## src/rtl/uart_tx_fifo.sv

```systemverilog
// UART transmitter with a small transmit FIFO.
// Frames are start bit, LSB-first data, optional parity bit, then stop bits.
// Back-to-back frames leave no idle bit between the stop and the next start.
module uart_tx_fifo #(
    parameter int DATA_BITS    = 8,
    parameter int PARITY       = 0,
    parameter int STOP_BITS    = 1,
    parameter int CLKS_PER_BIT = 1,
    parameter int FIFO_DEPTH   = 4
) (
    input  logic                                uart_tx_bclk,
    input  logic                                uart_tx_rst,
    input  logic                                uart_tx_valid,
    input  logic [DATA_BITS-1:0]                uart_tx_data,
    output logic                                uart_tx_ready,
    output logic [$clog2(FIFO_DEPTH+1)-1:0]     uart_tx_level,
    output logic                                uart_tx_pin,
    output logic                                uart_tx_busy
);

    localparam int LW = $clog2(FIFO_DEPTH + 1);
    localparam int AW = $clog2(FIFO_DEPTH);
    localparam int TW = (CLKS_PER_BIT > 1) ? $clog2(CLKS_PER_BIT) : 1;
    localparam logic [TW-1:0] T_RELOAD  = TW'(CLKS_PER_BIT - 1);
    localparam logic [3:0]    LAST_DATA = 4'(DATA_BITS - 1);
    localparam logic [3:0]    LAST_STOP = 4'(STOP_BITS - 1);
    localparam logic [LW-1:0] FULL      = LW'(FIFO_DEPTH);

    if (DATA_BITS < 5 || DATA_BITS > 9) begin : g_bad_data_bits
        $error("uart_tx_fifo: DATA_BITS must be 5..9");
    end
    if (PARITY < 0 || PARITY > 2) begin : g_bad_parity
        $error("uart_tx_fifo: PARITY must be 0, 1 or 2");
    end
    if (STOP_BITS < 1 || STOP_BITS > 2) begin : g_bad_stop_bits
        $error("uart_tx_fifo: STOP_BITS must be 1 or 2");
    end
    if (CLKS_PER_BIT < 1) begin : g_bad_clks_per_bit
        $error("uart_tx_fifo: CLKS_PER_BIT must be >= 1");
    end
    if (FIFO_DEPTH < 2 || FIFO_DEPTH > 256 || (FIFO_DEPTH & (FIFO_DEPTH - 1)) != 0) begin : g_bad_depth
        $error("uart_tx_fifo: FIFO_DEPTH must be a power of two in 2..256");
    end

    typedef enum logic [2:0] {IDLE, START, DATA, PAR, STOP} state_t;

    state_t                 state_q, state_d;
    logic [TW-1:0]          timer_q, timer_d;
    logic [3:0]             bitcnt_q, bitcnt_d;
    logic [DATA_BITS-1:0]   shreg_q, shreg_d;
    logic                   par_q, par_d;
    logic                   pin_q, pin_d;
    logic                   busy_q, busy_d;
    logic [AW-1:0]          wr_ptr_q, wr_ptr_d;
    logic [AW-1:0]          rd_ptr_q, rd_ptr_d;
    logic [LW-1:0]          level_q, level_d;
    logic [DATA_BITS-1:0]   mem_q [FIFO_DEPTH];

    logic                   push, pop, head_par;
    logic [DATA_BITS-1:0]   head;

    assign push     = uart_tx_valid && (level_q != FULL);
    assign head     = mem_q[rd_ptr_q];
    assign head_par = (PARITY == 1) ? ~(^head) : (^head);

    // Frame sequencer: pops the head word into the shifter and walks the bits.
    always_comb begin
        state_d  = state_q;
        timer_d  = timer_q;
        bitcnt_d = bitcnt_q;
        shreg_d  = shreg_q;
        par_d    = par_q;
        pin_d    = pin_q;
        pop      = 1'b0;
        if (state_q == IDLE) begin
            pin_d = 1'b1;
            if (level_q != '0) begin
                pop      = 1'b1;
                state_d  = START;
                pin_d    = 1'b0;
                timer_d  = T_RELOAD;
                bitcnt_d = '0;
                shreg_d  = head;
                par_d    = head_par;
            end
        end else if (timer_q != '0) begin
            timer_d = timer_q - 1'b1;
        end else begin
            timer_d = T_RELOAD;
            case (state_q)
                START: begin
                    state_d  = DATA;
                    bitcnt_d = '0;
                    pin_d    = shreg_q[0];
                    shreg_d  = shreg_q >> 1;
                end
                DATA: begin
                    if (bitcnt_q == LAST_DATA) begin
                        bitcnt_d = '0;
                        if (PARITY != 0) begin
                            state_d = PAR;
                            pin_d   = par_q;
                        end else begin
                            state_d = STOP;
                            pin_d   = 1'b1;
                        end
                    end else begin
                        bitcnt_d = bitcnt_q + 4'd1;
                        pin_d    = shreg_q[0];
                        shreg_d  = shreg_q >> 1;
                    end
                end
                PAR: begin
                    state_d  = STOP;
                    bitcnt_d = '0;
                    pin_d    = 1'b1;
                end
                STOP: begin
                    if (bitcnt_q == LAST_STOP) begin
                        bitcnt_d = '0;
                        if (level_q != '0) begin
                            // chain straight into the next start bit
                            pop     = 1'b1;
                            state_d = START;
                            pin_d   = 1'b0;
                            shreg_d = head;
                            par_d   = head_par;
                        end else begin
                            state_d = IDLE;
                            pin_d   = 1'b1;
                        end
                    end else begin
                        bitcnt_d = bitcnt_q + 4'd1;
                        pin_d    = 1'b1;
                    end
                end
                default: begin
                    state_d = IDLE;
                    pin_d   = 1'b1;
                end
            endcase
        end
    end

    // FIFO pointer and occupancy update; push and pop together keep level.
    always_comb begin
        wr_ptr_d = push ? wr_ptr_q + AW'(1) : wr_ptr_q;
        rd_ptr_d = pop  ? rd_ptr_q + AW'(1) : rd_ptr_q;
        level_d  = level_q;
        if (push && !pop)
            level_d = level_q + LW'(1);
        else if (!push && pop)
            level_d = level_q - LW'(1);
        busy_d = (state_d != IDLE) || (level_d != '0);
    end

    // Control state; reset aborts any frame and empties the FIFO at once.
    always_ff @(posedge uart_tx_bclk or posedge uart_tx_rst) begin
        if (uart_tx_rst) begin
            state_q  <= IDLE;
            timer_q  <= '0;
            bitcnt_q <= '0;
            shreg_q  <= '0;
            par_q    <= 1'b0;
            pin_q    <= 1'b1;
            busy_q   <= 1'b0;
            wr_ptr_q <= '0;
            rd_ptr_q <= '0;
            level_q  <= '0;
        end else begin
            state_q  <= state_d;
            timer_q  <= timer_d;
            bitcnt_q <= bitcnt_d;
            shreg_q  <= shreg_d;
            par_q    <= par_d;
            pin_q    <= pin_d;
            busy_q   <= busy_d;
            wr_ptr_q <= wr_ptr_d;
            rd_ptr_q <= rd_ptr_d;
            level_q  <= level_d;
        end
    end

    // FIFO storage; contents need no reset since the pointers gate them.
    always_ff @(posedge uart_tx_bclk) begin
        if (push)
            mem_q[wr_ptr_q] <= uart_tx_data;
    end

    assign uart_tx_ready = (level_q != FULL);
    assign uart_tx_level = level_q;
    assign uart_tx_pin   = pin_q;
    assign uart_tx_busy  = busy_q;

endmodule

```

## config.mk

```make
export PLATFORM = sky130hd
export DESIGN_NAME = uart_tx_fifo
export DESIGN_NICKNAME = d
export VERILOG_FILES = /design/src/rtl/uart_tx_fifo.sv
export SDC_FILE = /design/constraint.sdc
export NUM_CORES = 1
export LEC_CHECK = 0
export CAP_MARGIN = 20
export CORE_MARGIN = 3
export CORE_UTILIZATION = 50
export CTS_CLUSTER_DIAMETER = 100
export DETAILED_ROUTE_END_ITERATION = 12
export PLACE_DENSITY = 0.78
export SYNTH_ARGS = -nofsm -noshare
export SYNTH_HDL_FRONTEND = slang
export SYNTH_SLANG_ARGS = --single-unit
```

## constraint.sdc

```tcl
create_clock -name uart_tx_bclk -period 2.4 [get_ports uart_tx_bclk]
set_input_delay 0.36 -clock uart_tx_bclk [delete_from_list [all_inputs] [get_ports uart_tx_bclk]]
set_output_delay 0.36 -clock uart_tx_bclk [all_outputs]
set_load 0.02 [all_outputs]
```

==> results of run 1 <==
-- layer usage --
metal  vias to the layer above  global-route usage
met5                         -                   0
met4                         0              0.0417
met3                         4              0.0378
met2                        15               0.240
met1                       706               0.193
li1                        669                   -
-- cell usage in the layout, fill, tap and decap left out, types with 2 or more instances in the layout --
cell	count
edfxtp_1	32
dfrtp_1	23
clkdlybuf4s50_1	16
nor2_1	15
ha_1	9
nand2_1	8
inv_1	8
mux4_2	8
o21ai_0	7
nand2b_1	6
a21oi_1	6
xnor2_1	5
mux2i_1	5
clkbuf_8	5
or3_1	4
and2_1	4
o22ai_1	4
xor2_1	3
o32ai_1	3
buf_4	3
inv_2	2
a21o_1	2
nand3_1	2
-- cells by family after synthesis --
kind of cell / after synthesis / synth area share
fa+ha+maj: 9 / 0.0457
buf+inv: 16 / 0.0254
simple gates: 45 / 0.0935
xor+xnor: 8 / 0.0284
compound gates: 28 / 0.0792
mux: 13 / 0.0934
flops: 56 / 0.634
-- cell type report --
cell class	count	area, sq um
Clock inverter	2	16.3
Fill cell	355	1770
Timing Repair Buffer	19	183
Multi-Input combinational cell	103	838
Clock buffer	6	72.6
Tap cell	65	81.3
Inverter	10	37.5
Sequential cell	56	1560
-- flip-flops by register name, indices dropped and copies added (netlist names), 2 cells and up --
name           count
mem_q             32
shreg_q            8
bitcnt_q           4
state_q            3
uart_tx_level      3
rd_ptr_q           2
wr_ptr_q           2
-- power breakdown --
group          internal [mW]  leakage (nW)  total [mW]  switching [mW]
logic                  0.673         0.440        1.43           0.761
registers               1.34         0.581        1.58           0.247
clock network          0.208        0.0414       0.504           0.296
total                   2.22          1.06        3.52            1.30
-- through the flow --
stage | util | hold WS (ns) | power (mW) | std cells | area (sq um)
after detailed placement | 0.592 | 0.505 | 3.04 | 253 | 2700
after global placement | 0.592 | 0.494 | 2.96 | 253 | 2700
final | 0.612 | 0.404 | 3.52 | 261 | 2790
after floorplan | - | 0.374 | 2.66 | 175 | 2460
after global routing | 0.612 | 0.468 | 3.76 | 261 | 2790
after CTS | 0.612 | 0.418 | 3.55 | 261 | 2790
-- worst min-delay path: stages --
cell and delay [ns]:
clkdlybuf4s50_1 0.40, inv_1 0.06, buf_4 0.29
-- worst min path at each step --
stage | from | end | cells past startpoint | slack (ns)
2_1_floorplan | uart_tx_rst | bitcnt_q[0] | 1 | 0.37
3_3_place_gp | shreg_q[0] | uart_tx_pin | 2 | 0.49
3_5_place_dp | shreg_q[0] | uart_tx_pin | 2 | 0.50
4_1_cts | uart_tx_rst | wr_ptr_q[0] | 3 | 0.42
5_1_grt | uart_tx_rst | uart_tx_level[1] | 3 | 0.47
6_report | uart_tx_rst | wr_ptr_q[1] | 3 | 0.40
==> results.md, run 1 <==
* Die X at 76.2 um
* Post-Syn Instances at 175
* Worst setup path category: reg2reg
* Crit path max fanout at 10
* CP required at approximately 2.6 ns
* CP endpoint: uart_tx_busy
* Syn Nets at 195
* Cell type with the largest total area after synthesis: edfxtp_1
* Power per cell area at 1260 nW/um^2
* Antenna violations before repair at 0
* Netlist cell types at 35
* Site Rows at 24
* Post-Syn Area at 2460 sq um
* First-pass GRT wire length at 6730 um
* Top routing layer used: met4
* DRC at 0
* Met2 Wirelength at 1990 um
* Worst R2R Start: uart_tx_level[0]
* Nets at 215
* GR Util All Layers at 0.146
* CP arrival at 2.29 ns
* Clock skew at ~0.0060 ns
* Worst R2R Setup Slack at 0.29 ns
* DRT Wirelength at 4030 um
* Setup TNS at 0 ns
* Slew @ Worst Pin at 0.535 ns
* Postcts setup bufs at 0
* Clock-pin slew on the worst setup and hold paths at 0.10 ns
* DRT iter0 DRCs at ~70
* CP endpoint kind: flop
* Total CTS buffers at 5
* Routed vias at 1394
* DR WL met3 at between 100 and 150 um
* Slew Limit Fails at 0
* Most common cell in the netlist: edfxtp_1
* Antenna viol nets, final at 0
* Synthesized area per cell at between 10 and 15 sq um
* Area grow syn2layout at 13.3%
* Die Height at 76.2 um
* Buf+Inv Stages, Crit Path at 2
* DIE AREA at 5810 sq um
* N_diodes at 0
* Post-synth top area share at 0.390
* Largest net degree at the start of global routing at 25
* F_max at ~0.47 GHz
* DP HPWL at 3070 um
* Boundary Pins at 17
* Worst-Skew Late Latency at 0.31 ns
* Levels on crit path at 8
* Leakage at 1.06 nW
* Synth top area cells: edfxtp_1, dfrtp_1, mux4_2
* Initial Util at 0.540
* Post-synth EDFFs at 32
* CP Launch Point: uart_tx_level[0]
* Share of post-route cells with drive strength above 1 at 0.138
* Crit path max-delay family: simple AND/OR/NAND/NOR gates
* CTS tree: done
* Flops & latches, synth at 56
* Final WS setup at 0.293 ns
* Congestion Overflow GR at 0
* Seq/Total Area, Yosys at 0.634
* Relative slew slack at 0.643
* Worst r2r dst: uart_tx_busy
* RSZ-0062 raised after global routing: false
* Worst vdd ir at 0.665 mV
* Most used DFF post-synth: edfxtp_1
* Clock buffer depth at 2
* Root Driver: clkbuf_8
* GPL Wtd Cong at 0.825
* Core area at between 4000 and 5000 sq um
* Synth Warn # at 0
* Post-CTS Hold Buffers at 0
* Final setup vio count at 0
* Worst setup SP type: flop
* Synth cell count leaders: edfxtp_1, dfrtp_1, nor2_1, ha_1
* Status: complete, no violations
* Final Critical Period at 2.11 ns
* Vias per cell at 5.34
* Htree depth at 2
* Drt wl/cell at about 15 um
* DRT Pass-1 Iters at 4
* Vias in the first global route at between 1k and 1.5k
* Hold crit path type: in2async
* Period utilisation layout at 0.878
* Post-CTS resize count at 0
* Post-synth ARST share at 0.429
* Pre-CTS setup slack at 0.200 ns
* CP max stage delay at between 0.4 and 0.5 ns
* Clock Sinks at 56
* Final hold viol count at 0
* Post-Route M1 WL at 1880 um
* Worst Reg-to-Reg Cells at 8
* Max-Cap Viols at 0
* Slowest CP cell: dfrtp_1
* CP Cell Sequence: inv_1, ha_1, nand2b_1, o211ai_4, inv_2, a21oi_1, o32ai_1, or3_1
* Number of port buffers at 16
No activity file was read; power rests on OpenSTA's default activity.
==> inputs of run 2 (changes only) <==
CTS_CLUSTER_SIZE = 12   (was not set)
==> results of run 2 <==
No change in the layout: final DEF, timing and power equal those of run 1.
==> inputs of run 3 (changes only) <==
==> constraint.sdc (replaced) <==
create_clock -name uart_tx_bclk -period 2.4 [get_ports uart_tx_bclk]
set_input_delay 0.48 -clock uart_tx_bclk [delete_from_list [all_inputs] [get_ports uart_tx_bclk]]
set_output_delay 0.48 -clock uart_tx_bclk [all_outputs]
set_load 0.02 [all_outputs]
==> run 3 against run 2 <==
  * Cell area grew 0.31%
  * Critical endpoint is now uart_tx_ready
  * Die area is the same
  * First-iteration DRC count shrank 12%
  * Highest routed layer unchanged
  * Critical path depth shrank 4
  * Sequential share of layout area shrank 0.18 points
  * Largest cell class unchanged
  * Non-clock buffer count is the same
==> results.md, run 3 (synthesis results as in run 1) <==
* Clock skew at 0.00884 ns (+0.00281 ns)
* FF+latch area at 1560 sq um (unchanged)
* Hold crit path type: in2async
* NetSw at 1.34 mW (+2.5%)
* Switch share at 0.374 (+0.00434)
* Flop pwr share at 0.443 (-0.007)
* CP endpoint kind: output pin
* Largest register FFs at 32 (unchanged)
* GR Util All Layers at 0.145 (-0.000917)
* Routed vias at 1367 (-1.9%)
* DRT Wirelength at 3840 um (-4.8%)
* Setup TNS at 0 ns (unchanged)
* Clock buffer depth at 2 (unchanged)
* DRC at 0 (unchanged)
* DIE AREA at 5810 sq um (unchanged)
* Postcts setup bufs at 0 (unchanged)
* Leakage at 1.07 nW (+0.91%)
* Slew @ Worst Pin at 0.573 ns (+0.0371 ns)
* Multi-input gate area at 838 sq um (unchanged)
* Commonest cells after routing, fill and taps aside: edfxtp_1, dfrtp_1, clkdlybuf4s50_1
* Worst R2R Start: bitcnt_q[0]
* Filler Cells Inserted at 354 (-0.28%)
* Total CTS buffers at 5 (unchanged)
* Clock-pin slew on the worst setup and hold paths at 0.10 ns (about the same)
* Largest net degree at the start of global routing at 25 (unchanged)
* Clock power frac at 0.151 (+0.008)
* Initial Util at 0.540 (unchanged)
* Nets at 215 (unchanged)
* Max-Cap Viols at 0 (unchanged)
* RSZ-0062 raised after global routing: false
* Final hold viol count at 0 (unchanged)
* Boundary Pins at 17 (unchanged)
* GR Util met3 at 0.0307 (-0.00709)
* Grt peak-use layer: met2
* Worst R2R Setup Slack at 0.30 ns (about the same)
* GPL Wtd Cong at 0.851 (+3.1%)
* Area grow syn2layout at 13.7%
* Status: complete, no violations
* Share of post-route cells with drive strength above 1 at 0.143 (+0.00510)
* Worst Reg-to-Reg Cells at 8 (unchanged)
* Clock Sinks at 56 (unchanged)
* Post-CTS Hold Buffers at 0 (unchanged)
* Htree depth at 2 (unchanged)
* CP required at 1.92 ns (-0.67 ns)
* Logic pwr share at 0.406 (about the same)
* Pre-CTS setup slack at 0.158 ns (-0.0421 ns)
* Worst setup path category: reg2out
* First-pass GRT wire length at 6650 um (-1.2%)
* Worst setup SP type: flop
* Slew Limit Fails at 0 (unchanged)
* Top Registers: mem_q x32, shreg_q x8, bitcnt_q x4
* Congestion Overflow GR at 0 (unchanged)
* Met2 Usage GRT at 0.252 (+0.0115)
* Final setup vio count at 0 (unchanged)
* Root Driver: clkbuf_8
* Post-CTS resize count at 0 (unchanged)
* Most common cell after layout, fill and taps aside: edfxtp_1
* Vias in the first global route at 1378 (-3.7%)
* Final Critical Period at 2.19 ns (+0.0854 ns)
* Core area at 4560 sq um (unchanged)
* Drt wl/cell at 14.7 um (-4.8%)
* Worst r2r dst: uart_tx_busy
* Internal power consumption at 2.23 mW (+0.57%)
* Period utilisation layout at 0.913 (+0.0356)
* DRT iter0 DRCs at 61 (-12%)
* Power per cell area at 1270 nW/um^2 (+0.95%)
* Die X at 76.2 um (unchanged)
* Antenna viol nets, final at 0 (unchanged)
* Antenna violations before repair at 0 (unchanged)
* Worst vdd ir at 0.635 mV (-4.5%)
* CP arrival at 1.71 ns (-0.58 ns)
* DRT Pass-1 Iters at 4 (unchanged)
* F_max at 0.456 GHz (-3.9%)
* DP HPWL at 2890 um (-5.9%)
* Final WS setup at 0.208 ns (-0.0854 ns)
* Total Power at 3.57 mW (+1.3%)
* CTS tree: done
* Site Rows at 24 (unchanged)
* Vias per cell at 5.24 (-1.9%)
* Largest register by flop count: mem_q
* Final core utilization at 0.613 (+0.00192)
* CP Launch Point: uart_tx_level[0]
* Relative slew slack at 0.618 (-0.0247)
* Die Height at 76.2 um (unchanged)
* Grt met1 use at 0.184 (-0.00914)
* Crit path max fanout at 4 (-6)
* N_diodes at 0 (unchanged)
* Number of port buffers at 16 (unchanged)
* Worst-Skew Late Latency at 0.30 ns (about the same)
==> run 3: cell count changes in the layout (fill, tap and decap cells not counted), sizes merged <==
cell	delta
inv	+3
clkbuf	-1
clkinv	-1
clkinvlp	-1
==> run 3: worst max-delay path by stage <==
stage,end,slack (ns),cells past startpoint
after global routing,uart_tx_ready,0.11,4
after detailed placement,uart_tx_busy,0.16,6
after floorplan,uart_tx_busy,0.28,8
after CTS,uart_tx_ready,0.19,4
after global placement,uart_tx_busy,0.22,6
final,uart_tx_ready,0.21,4
==> run 3: through the flow <==
| step | hold WS [ns] | cells | cell area (sq um) |
|---|---|---|---|
| finish | 0.508 | 261 | 2800 |
| floorplan | 0.472 | 175 | 2460 |
| global placement | 0.496 | 253 | 2700 |
| global route | 0.550 | 261 | 2800 |
| CTS | 0.517 | 261 | 2800 |
| detailed placement | 0.512 | 253 | 2700 |
==> run 3: critical path: stages, from the launching register on <==
cell	delay, ns
dfrtp_1	0.39
inv_1	0.09
ha_1	0.25
nand2_1	0.08
clkdlybuf4s50_1	0.60
==> run 3: cell type report <==
class | instances | share of cell area
clock buffers | 5 | 0.0246
clock inverters | 3 | 0.0103
inverters | 10 | 0.0134
multi-input cells | 103 | 0.299
flip-flops and latches | 56 | 0.558
well taps | 65 | 0.0290
repair buffers | 19 | 0.0652
==> run 3: power by group through the flow <==
| stage | Sequential (mW) | Clock, mW | Combinational, mW |
|---|---|---|---|
| after floorplan | 1.51 | 0 | 1.15 |
| after global placement | 1.58 | 0 | 1.39 |
| after detailed placement | 1.61 | 0 | 1.46 |
| after CTS | 1.59 | 0.557 | 1.47 |
| after global routing | 1.63 | 0.602 | 1.62 |
| final | 1.58 | 0.540 | 1.45 |
==> run 3: routing by layer <==
metal / up-vias / wire length [um]
met3: 4 / 120
met5: - / 0
met1: 671 / 1640
li1: 673 / -
met2: 19 / 2050
met4: 0 / 29
